`config.mk`:
```
export PLATFORM = sky130hd
export DESIGN_NAME = exe_unit_mc
export DESIGN_NICKNAME = d
export VERILOG_FILES = /design/src/rtl/exe_unit_mc.sv
export SDC_FILE = /design/constraint.sdc
export NUM_CORES = 1
export LEC_CHECK = 0
export BUFFER_PORTS_ARGS = -buffer_cell sky130_fd_sc_hd__buf_2
export CORE_ASPECT_RATIO = 0.5
export CORE_MARGIN = 8
export CORE_UTILIZATION = 25
export CTS_CLUSTER_SIZE = 24
export DETAILED_ROUTE_END_ITERATION = 10
export REMOVE_ABC_BUFFERS = 1
export SLEW_MARGIN = 25
export SYNTH_ARGS = -nofsm -noshare
export SYNTH_HDL_FRONTEND = slang
export SYNTH_SLANG_ARGS = --single-unit
```
`constraint.sdc`:
```
create_clock -name clk -period 6.4 [get_ports clk]
set_clock_uncertainty 0.2 [all_clocks]
set_input_delay 1.28 -clock clk [delete_from_list [all_inputs] [get_ports clk]]
set_output_delay 1.28 -clock clk [all_outputs]
set_load 0.05 [all_outputs]
```
`src/rtl/exe_unit_mc.sv`:
```
// Multi-cycle execute stage: forwarding operand muxes, single-cycle ALU with registered
// result, and iterative unsigned MUL/DIVU/REMU behind valid/ready handshakes.
module exe_unit_mc #(
   parameter int WIDTH  = 32,
   parameter int SH_LSB = 5
) (
   input  logic             clk,
   input  logic             rst,
   input  logic             in_valid,
   output logic             in_ready,
   input  logic [3:0]       aluop,
   input  logic [WIDTH-1:0] exe_a,
   input  logic [WIDTH-1:0] exe_b,
   input  logic [WIDTH-1:0] imm,
   input  logic [WIDTH-1:0] exe_data_forward,
   input  logic [WIDTH-1:0] mem_data_forward,
   input  logic [1:0]       a_ctrl,
   input  logic [1:0]       b_ctrl,
   input  logic             flush,
   output logic             out_valid,
   input  logic             out_ready,
   output logic [WIDTH-1:0] exe_output,
   output logic             zero_flag,
   output logic             busy
);
   localparam int SHW = $clog2(WIDTH);
   localparam int CW  = $clog2(WIDTH + 1);

   localparam logic [3:0] OP_ADD  = 4'd0;
   localparam logic [3:0] OP_SUB  = 4'd1;
   localparam logic [3:0] OP_AND  = 4'd2;
   localparam logic [3:0] OP_OR   = 4'd3;
   localparam logic [3:0] OP_XOR  = 4'd4;
   localparam logic [3:0] OP_SLL  = 4'd5;
   localparam logic [3:0] OP_SRL  = 4'd6;
   localparam logic [3:0] OP_SRA  = 4'd7;
   localparam logic [3:0] OP_SLT  = 4'd8;
   localparam logic [3:0] OP_SLTU = 4'd9;
   localparam logic [3:0] OP_MUL  = 4'd10;
   localparam logic [3:0] OP_DIVU = 4'd11;
   localparam logic [3:0] OP_REMU = 4'd12;

   typedef enum logic [1:0] {IDLE = 2'd0, BUSY = 2'd1, HOLD = 2'd2} state_t;

   state_t           state_q, state_d;
   logic [CW-1:0]    cnt_q, cnt_d;
   logic [3:0]       op_q, op_d;
   logic [WIDTH-1:0] x_q, x_d;      // multiplicand (MUL) or divisor (DIVU/REMU)
   logic [WIDTH-1:0] y_q, y_d;      // multiplier (MUL) or dividend shifting into quotient
   logic [WIDTH-1:0] acc_q, acc_d;  // partial product or partial remainder
   logic [WIDTH-1:0] res_q, res_d;
   logic             zero_q, zero_d;

   logic [WIDTH-1:0] op_a, op_b, shamt_ext, alu_res;
   logic [SHW-1:0]   sh;
   logic [WIDTH:0]   rem_sh, rem_try;
   logic             accept, is_iter;

   always_comb begin
      shamt_ext = '0;
      shamt_ext[SHW-1:0] = imm[SH_LSB+SHW-1:SH_LSB];
      case (a_ctrl)
         2'd0:    op_a = exe_a;
         2'd1:    op_a = shamt_ext;
         2'd2:    op_a = exe_data_forward;
         default: op_a = mem_data_forward;
      endcase
      case (b_ctrl)
         2'd0:    op_b = exe_b;
         2'd1:    op_b = imm;
         2'd2:    op_b = exe_data_forward;
         default: op_b = mem_data_forward;
      endcase
   end

   // DIVU/REMU only reach this path with a zero divisor; nonzero divisors iterate.
   always_comb begin
      sh = op_a[SHW-1:0];
      case (aluop)
         OP_ADD:  alu_res = op_a + op_b;
         OP_SUB:  alu_res = op_a - op_b;
         OP_AND:  alu_res = op_a & op_b;
         OP_OR:   alu_res = op_a | op_b;
         OP_XOR:  alu_res = op_a ^ op_b;
         OP_SLL:  alu_res = op_b << sh;
         OP_SRL:  alu_res = op_b >> sh;
         OP_SRA:  alu_res = $signed(op_b) >>> sh;
         OP_SLT:  alu_res = {{(WIDTH-1){1'b0}}, $signed(op_a) < $signed(op_b)};
         OP_SLTU: alu_res = {{(WIDTH-1){1'b0}}, op_a < op_b};
         OP_DIVU: alu_res = '1;
         OP_REMU: alu_res = op_a;
         default: alu_res = '0;
      endcase
   end

   // Restoring division: the top bit of rem_try is the borrow of the trial subtract.
   always_comb begin
      rem_sh  = {acc_q, y_q[WIDTH-1]};
      rem_try = rem_sh - {1'b0, x_q};
   end

   assign in_ready = (state_q == IDLE) || (state_q == HOLD && out_ready);
   assign accept   = in_valid && in_ready;
   assign is_iter  = (aluop == OP_MUL) ||
                     ((aluop == OP_DIVU || aluop == OP_REMU) && op_b != '0);

   always_comb begin
      state_d = state_q;
      cnt_d   = cnt_q;
      op_d    = op_q;
      x_d     = x_q;
      y_d     = y_q;
      acc_d   = acc_q;
      res_d   = res_q;
      zero_d  = zero_q;

      case (state_q)
         BUSY: begin
            if (op_q == OP_MUL) begin
               acc_d = acc_q + (y_q[0] ? x_q : '0);
               x_d   = x_q << 1;
               y_d   = y_q >> 1;
            end else if (!rem_try[WIDTH]) begin
               acc_d = rem_try[WIDTH-1:0];
               y_d   = {y_q[WIDTH-2:0], 1'b1};
            end else begin
               acc_d = rem_sh[WIDTH-1:0];
               y_d   = {y_q[WIDTH-2:0], 1'b0};
            end
            cnt_d = cnt_q - CW'(1);
            if (cnt_q == CW'(1)) begin
               res_d   = (op_q == OP_DIVU) ? y_d : acc_d;
               zero_d  = (res_d == '0);
               state_d = HOLD;
            end
         end
         HOLD: begin
            if (out_ready) state_d = IDLE;
         end
         default: ;
      endcase

      if (accept) begin
         op_d = aluop;
         if (is_iter) begin
            state_d = BUSY;
            cnt_d   = CW'(WIDTH);
            acc_d   = '0;
            if (aluop == OP_MUL) begin
               x_d = op_a;
               y_d = op_b;
            end else begin
               x_d = op_b;
               y_d = op_a;
            end
         end else begin
            state_d = HOLD;
            res_d   = alu_res;
            zero_d  = (alu_res == '0);
         end
      end

      if (flush) begin
         state_d = IDLE;
         cnt_d   = '0;
         res_d   = res_q;
         zero_d  = zero_q;
      end
   end

   always_ff @(posedge clk) begin
      if (rst) begin
         state_q <= IDLE;
         cnt_q   <= '0;
         op_q    <= '0;
         x_q     <= '0;
         y_q     <= '0;
         acc_q   <= '0;
         res_q   <= '0;
         zero_q  <= 1'b1;
      end else begin
         state_q <= state_d;
         cnt_q   <= cnt_d;
         op_q    <= op_d;
         x_q     <= x_d;
         y_q     <= y_d;
         acc_q   <= acc_d;
         res_q   <= res_d;
         zero_q  <= zero_d;
      end
   end

   assign out_valid  = (state_q == HOLD);
   assign busy       = (state_q == BUSY);
   assign exe_output = res_q;
   assign zero_flag  = zero_q;
endmodule

```
==> impl_results.md, run 1 <==
- Status: finished, final reports clean
- Fraction of layout cells with a size suffix above 1: 0.199
- Data required time at the worst endpoint: 6.59 ns
- Inserted Clock Buffers: 17
- Cells after Synth: 3349
- Die height: 233 um
- Yosys reg bits: 141
- Fin crit period: 6.19 ns
- Final period utilization: 0.968
- Antenna Violating Nets Remaining: 0
- Die area: 105000 um^2
- Clock Tree Root: clkbuf_16
- Core area: 93000 um^2
- Slew Limit Headroom: 0.201
- GPL Wtd Cong: 1.08
- Switching power: 2520 uW
- Worst slew pin tran: 1.18 ns
- Number of antenna violations at the first check in global routing: 6
- Row count: 79
- Crit end category: register
- Register area: 2820 um^2
- Area Overhead vs Synth: 20.3%
- Flop pwr share: 0.185
- Hold_ws: 0.291 ns
- Fmax: 0.161 GHz
- Mapped Area: 23500 um^2
- Post-Place Cell Area: 27600 um^2
- Final Hold Fails: 0
- # nets final: 3973
- Max IR drop VDD: 0.186 mV
- Final wirelength: 128000 um
- DP HPWL: 103000 um
- Final Slew Violations: 0
- Synth area leader: dfxtp_1
- Multi-input gate area: 19000 um^2
- Clock Power Share: 0.197
- Critical-path maximum fanout: 8
- Ys Warns: 0
- Drt first pass iters: 6
- CP arrival: 6.39 ns
- R2R Setup Slk: 0.75 ns
- Most frequent cells after synthesis: 371 x nand2_1, 296 x nor2_1, 290 x a21oi_1
- Clk buf depth: 2
- Clk_lat worst skew: 0.45 ns
- Setup crit start kind: input pin
- Fillers: 10200
- Internal cell power: 2680 uW
- Final TNS setup: 0 ns
- Sw Share: 0.485
- Htree depth: 4
- Power per cell area: 184 nW/um^2
- Critical path class: in2reg
- Most used DFF post-synth: dfxtp_1
- Leak Pwr: 0.0116 uW
- Via Count: 28800
- Count leader, synth: nand2_1
- Sink Count: 141
- Fin util: 0.304
- Hold Path Class: reg2reg
- TritonCTS clock tree: yes
- Cells taking the most area after synthesis: dfxtp_1 12%, ha_1 8.9%, mux2i_1 6.7%
- # setup viols final: 0
- First-pass GRT wire length: 185000 um
- Hold bufs inserted after CTS: 0
- I/O pin count: 209
- Total track usage: 0.229
- GRT Residual Overflow: 0
- Syn Area/Cell: 7.02 um^2
- Initial core utilization: 0.253
- Vias in the first global route: 27500
- RSZ-0062 raised after global routing: false
- Post-DR wirelength/cell: 26.1 um
- Max-cap viol count: 0
- DIE WIDTH: 450 um
- Largest net degree at the start of global routing: 105
- Sequential area share after synthesis: 0.120
- Worst-path clk slew: 0.07 ns
- Fin area: 28300 um^2
- Iter 0 DRT Violations: 3686
- # DRC: 0
- Combinational Power Share: 0.618
- Synth cell types: 102
- EDFF count, synth: 0
- IO buf count: 208
- Async SR Flop Fraction: 0
- Via/cell ratio: 5.87
- Synth top area share: 0.120
==> power by group through the flow <==
stage                     Combinational (uW)  Clock [uW]  Sequential [uW]
final                                   3210        1020              963
after floorplan                         1630           0             1030
after CTS                               3090        1040              961
after global routing                    3350        1080              967
after global placement                  3080           0              980
after detailed placement                3080           0              980
==> path summary, 6_finish.rpt <==
| path | startpoint | end | cells past startpoint |
|---|---|---|---|
| setup reg to reg | y_q[31] | zero_flag | 19 |
| hold / removal | exe_output[4] | exe_output[4] | 2 |
| setup / recovery | a_ctrl[0] | zero_flag | 21 |
| hold reg to reg | exe_output[4] | exe_output[4] | 2 |
==> critical path, cell delays in order <==
cell	delay, ns
clkbuf_4	0.24
buf_4	0.23
mux2_2	0.35
a22oi_1	0.20
inv_1	0.10
ha_1	0.34
or4bb_1	0.41
a21o_1	0.22
o2111ai_1	0.21
buf_4	0.20
a21boi_2	0.09
o41ai_1	0.32
xor2_1	0.25
o211a_1	0.34
and2_1	0.21
nand4_1	0.33
nor4_2	0.31
nand4_1	0.17
o31ai_1	0.29
buf_4	0.18
a31o_1	0.09
==> area by class of cell <==
type                       instances  share of cell area
clock inverter                    13             0.00558
timing repair buffer             542               0.130
clock buffer                      19              0.0153
antenna                            2            0.000177
inverter                         154              0.0204
sequential                       141              0.0999
multi-input combinational       2772               0.673
tap                             1255              0.0555
==> flip-flops by register name (all words and copies together) (netlist names) <==
name        cells
acc_q          32
exe_output     32
x_q            32
y_q            32
cnt_q           6
op_q            4
state_q         2
zero_flag       1
==> routing by layer <==
metal	track usage	vias to the layer above	part of all wire
li1	-	13100	-
met1	0.312	14000	0.43
met2	0.354	1469	0.43
met3	0.0423	248	0.095
met4	0.100	6	0.048
met5	0	-	0.00028
==> cell families (layout without fill, tap and decap cells) <==
| family | Yosys count | in the layout | share of synthesized area |
|---|---|---|---|
| adders and majority gates | 172 | 172 | 0.0929 |
| and+or+nand+nor | 1124 | 1124 | 0.223 |
| muxes | 252 | 252 | 0.130 |
| other | 0 | 2 | 0 |
| xor gates and xnor gates | 71 | 71 | 0.0268 |
| AOI/OAI and AO/OA | 1153 | 1153 | 0.331 |
| DFF | 141 | 141 | 0.120 |
| buffers and inverters | 436 | 728 | 0.0758 |
==> cell usage in the layout, fill, tap and decap left out, types with 20 or more instances in the layout <==
master / instances
nand2_1: 368
a211oi_1: 105
o22ai_1: 32
a22oi_1: 55
mux2i_1: 157
buf_4: 323
a311oi_1: 43
a31oi_1: 34
inv_1: 148
dfxtp_1: 141
mux4_2: 34
o21a_1: 20
mux2_2: 55
xnor2_1: 44
and2_1: 49
o211ai_1: 107
buf_2: 207
o21ai_0: 176
nor4_1: 21
nor2b_1: 30
a21o_1: 43
xor2_1: 26
nand2b_1: 43
nand3_1: 128
o221ai_1: 20
ha_1: 167
a21oi_1: 288
nor2_1: 293
nor3_1: 67
==> metrics by stage <==
stage	std cells	worst slack (ns)	power (uW)
after floorplan	3067	-0.875	2650
after global placement	4863	-0.340	4060
after detailed placement	4863	-0.347	4060
after CTS	4895	0.113	5090
after global routing	4896	0.0314	5400
final	4898	0.206	5200
==> what timing repair did <==
item	in CTS	in global routing
gates resized for setup	0	5
endpoints found under the setup margin	0	1
endpoints found under the hold margin	0	0
setup buffers	0	1
Power figures use the tool's default switching activity.
==> run 2: changes to the inputs <==
Settings changed: PLACE_DENSITY set to 0.47.
==> run 2 against run 1 <==
  * Sequential share of layout area fell by 0.14 points
  * Register-to-register slack gained 0.03 ns
  * Critical path depth decreased by 1
  * Hold slack worse by 0.026 ns
  * Core utilization rose by 0.43 points
  * Cell count increased by 0.76%
  * Critical endpoint unchanged
==> impl_results.md, run 2 (same netlist as run 1, synthesis figures left out) <==
- Die area: 105000 um^2
- Crit end category: register
- Fraction of layout cells with a size suffix above 1: 0.209
- Slowest stage delay, CP: 0.54 ns
- # nets final: 4012
- Number of antenna violations at the first check in global routing: 5
- Leak Pwr: 0.0118 uW
- Row count: 79
- Most common cell on crit path: buf_4
- WP buf/inv: 5
- CP arrival: 6.37 ns
- Final Slew Violations: 0
- Via/cell ratio: 5.83
- Fin crit period: 6.24 ns
- Clock Tree Root: clkbuf_16
- Total track usage: 0.245
- IO buf count: 208
- Area Overhead vs Synth: 22.0%
- Die height: 233 um
- Worst-path clk slew: 0.07 ns
- Crit-path slowest cell: mux4_2
- DP HPWL: 110000 um
- Htree depth: 4
- Slew Limit Headroom: 0.295
- Clk_lat worst skew: 0.44 ns
- Initial core utilization: 0.253
- Most frequent cells in the layout: 368 x nand2_1, 359 x buf_4, 294 x nor2_1, 288 x a21oi_1, 208 x buf_2
- Vias in the first global route: 27300
- Crit path max-delay family: compound AO/OA/AOI/OAI gates
- Most common cell after layout, fill and taps aside: nand2_1
- Status: finished, final reports clean
- GPL Wtd Cong: 1.02
- Hold bufs inserted after CTS: 0
- Final wirelength: 136000 um
- Sink Count: 141
- Drt first pass iters: 6
- Critical path class: in2reg
- Fmax: 0.160 GHz
- Iter 0 DRT Violations: 3424
- Post-DR wirelength/cell: 27.6 um
- Pre-CTS setup slack: -0.756 ns
- Core area: 93000 um^2
- Final Hold Fails: 0
- Final period utilization: 0.974
- Via Count: 28800
- Hold Path Class: reg2reg
- Worst slew pin tran: 1.05 ns
- DIE WIDTH: 450 um
- First-pass GRT wire length: 194000 um
- Power per cell area: 190 nW/um^2
- Antenna Violating Nets Remaining: 0
- Largest net degree at the start of global routing: 101
- CP Cell Sequence: buf_2 > buf_4 > mux4_2 > buf_4 > inv_1 > ha_1 > nor2b_1 > o21ai_0 > o311a_1 > o41a_1 > a21oi_1 > o211ai_1 > a211oi_2 > o21ai_1 > or4b_1 > a32o_1 > o21ai_2 > o31ai_4 > buf_4 > a31o_1
- Max-cap viol count: 0
- RSZ-0062 raised after global routing: false
- Data required time at the worst endpoint: 6.54 ns
- R2R Setup Slk: 0.78 ns
- # DRC: 0
- Max IR drop VDD: 0.142 mV
- Placed cell count: 4898
- Setup crit start kind: input pin
- GRT Residual Overflow: 0
- Critical-path maximum fanout: 6
- Clk buf depth: 2
- TritonCTS clock tree: yes
- I/O pin count: 209
- Post-Layout Cell Count: 4935
- Total power: 5450 uW
- Inserted Clock Buffers: 17
- # setup viols final: 0
- Final worst slack: 0.164 ns
- Fin util: 0.308
## run 2: changes by cell type in the layout (fill, tap and decap cells not counted), sizes merged
| cell | delta |
|---|---|
| buf | +39 |
| bufinv | +3 |
| clkbuf | +1 |
| clkinv | +1 |
| clkinvlp | -2 |
| diode | -1 |
| inv | -5 |
| nor2 | +1 |
## run 2: what timing repair did
action | 4_1_cts | 5_1_grt
pin swaps | 0 | 2
endpoints found under the setup margin | 1 | 2
setup buffers | 0 | 4
gates cloned | 0 | 1
resized for setup | 2 | 15
## run 2: layer usage
metal  up-vias  GRT usage  routed length, um
li1      13100          -                  -
met1     14100      0.356              63300
met2      1394      0.363              56100
met3       179     0.0475              12600
met4         4     0.0750               4430
met5         -          0                 26
## run 2: metrics by stage
stage / TNS (ns) / hold slack (ns) / area [um^2]
floorplan: -29.25 / 0.267 / 22300
global placement: -1.25 / 0.251 / 27900
detailed placement: -1.28 / 0.258 / 27900
CTS: 0 / 0.272 / 28500
global route: 0 / 0.306 / 28700
finish: 0 / 0.265 / 28700
## run 2: tightest hold or removal path: cells and delay by family (launching register included)
kind | cells | cell delay (ns)
AO/OA/AOI/OAI | 1 | 0.06
flip-flops | 1 | 0.33
AND/OR/NAND/NOR | 1 | 0.05
## run 2: layout make-up
class,count,area (um^2)
inverters,154,578
multi-input cells,2773,19100
fillers,10200,64300
repair buffers,580,3970
clock buffers,21,450
clock inverters,10,189
well taps,1255,1570
diodes,1,2.50
flip-flops and latches,141,2820
## run 2: final timing paths
kind	startpoint	endpoint	cells past startpoint
setup / recovery	b_ctrl[0]	zero_flag	20
hold / removal	exe_output[7]	exe_output[7]	2
setup reg to reg	y_q[31]	zero_flag	19
hold reg to reg	exe_output[7]	exe_output[7]	2
## run 2: where the power goes
part / switching (uW) / internal (uW) / total [uW]
clock: 414 / 701 / 1110
sequential: 44.3 / 919 / 964
combinational: 2150 / 1220 / 3370
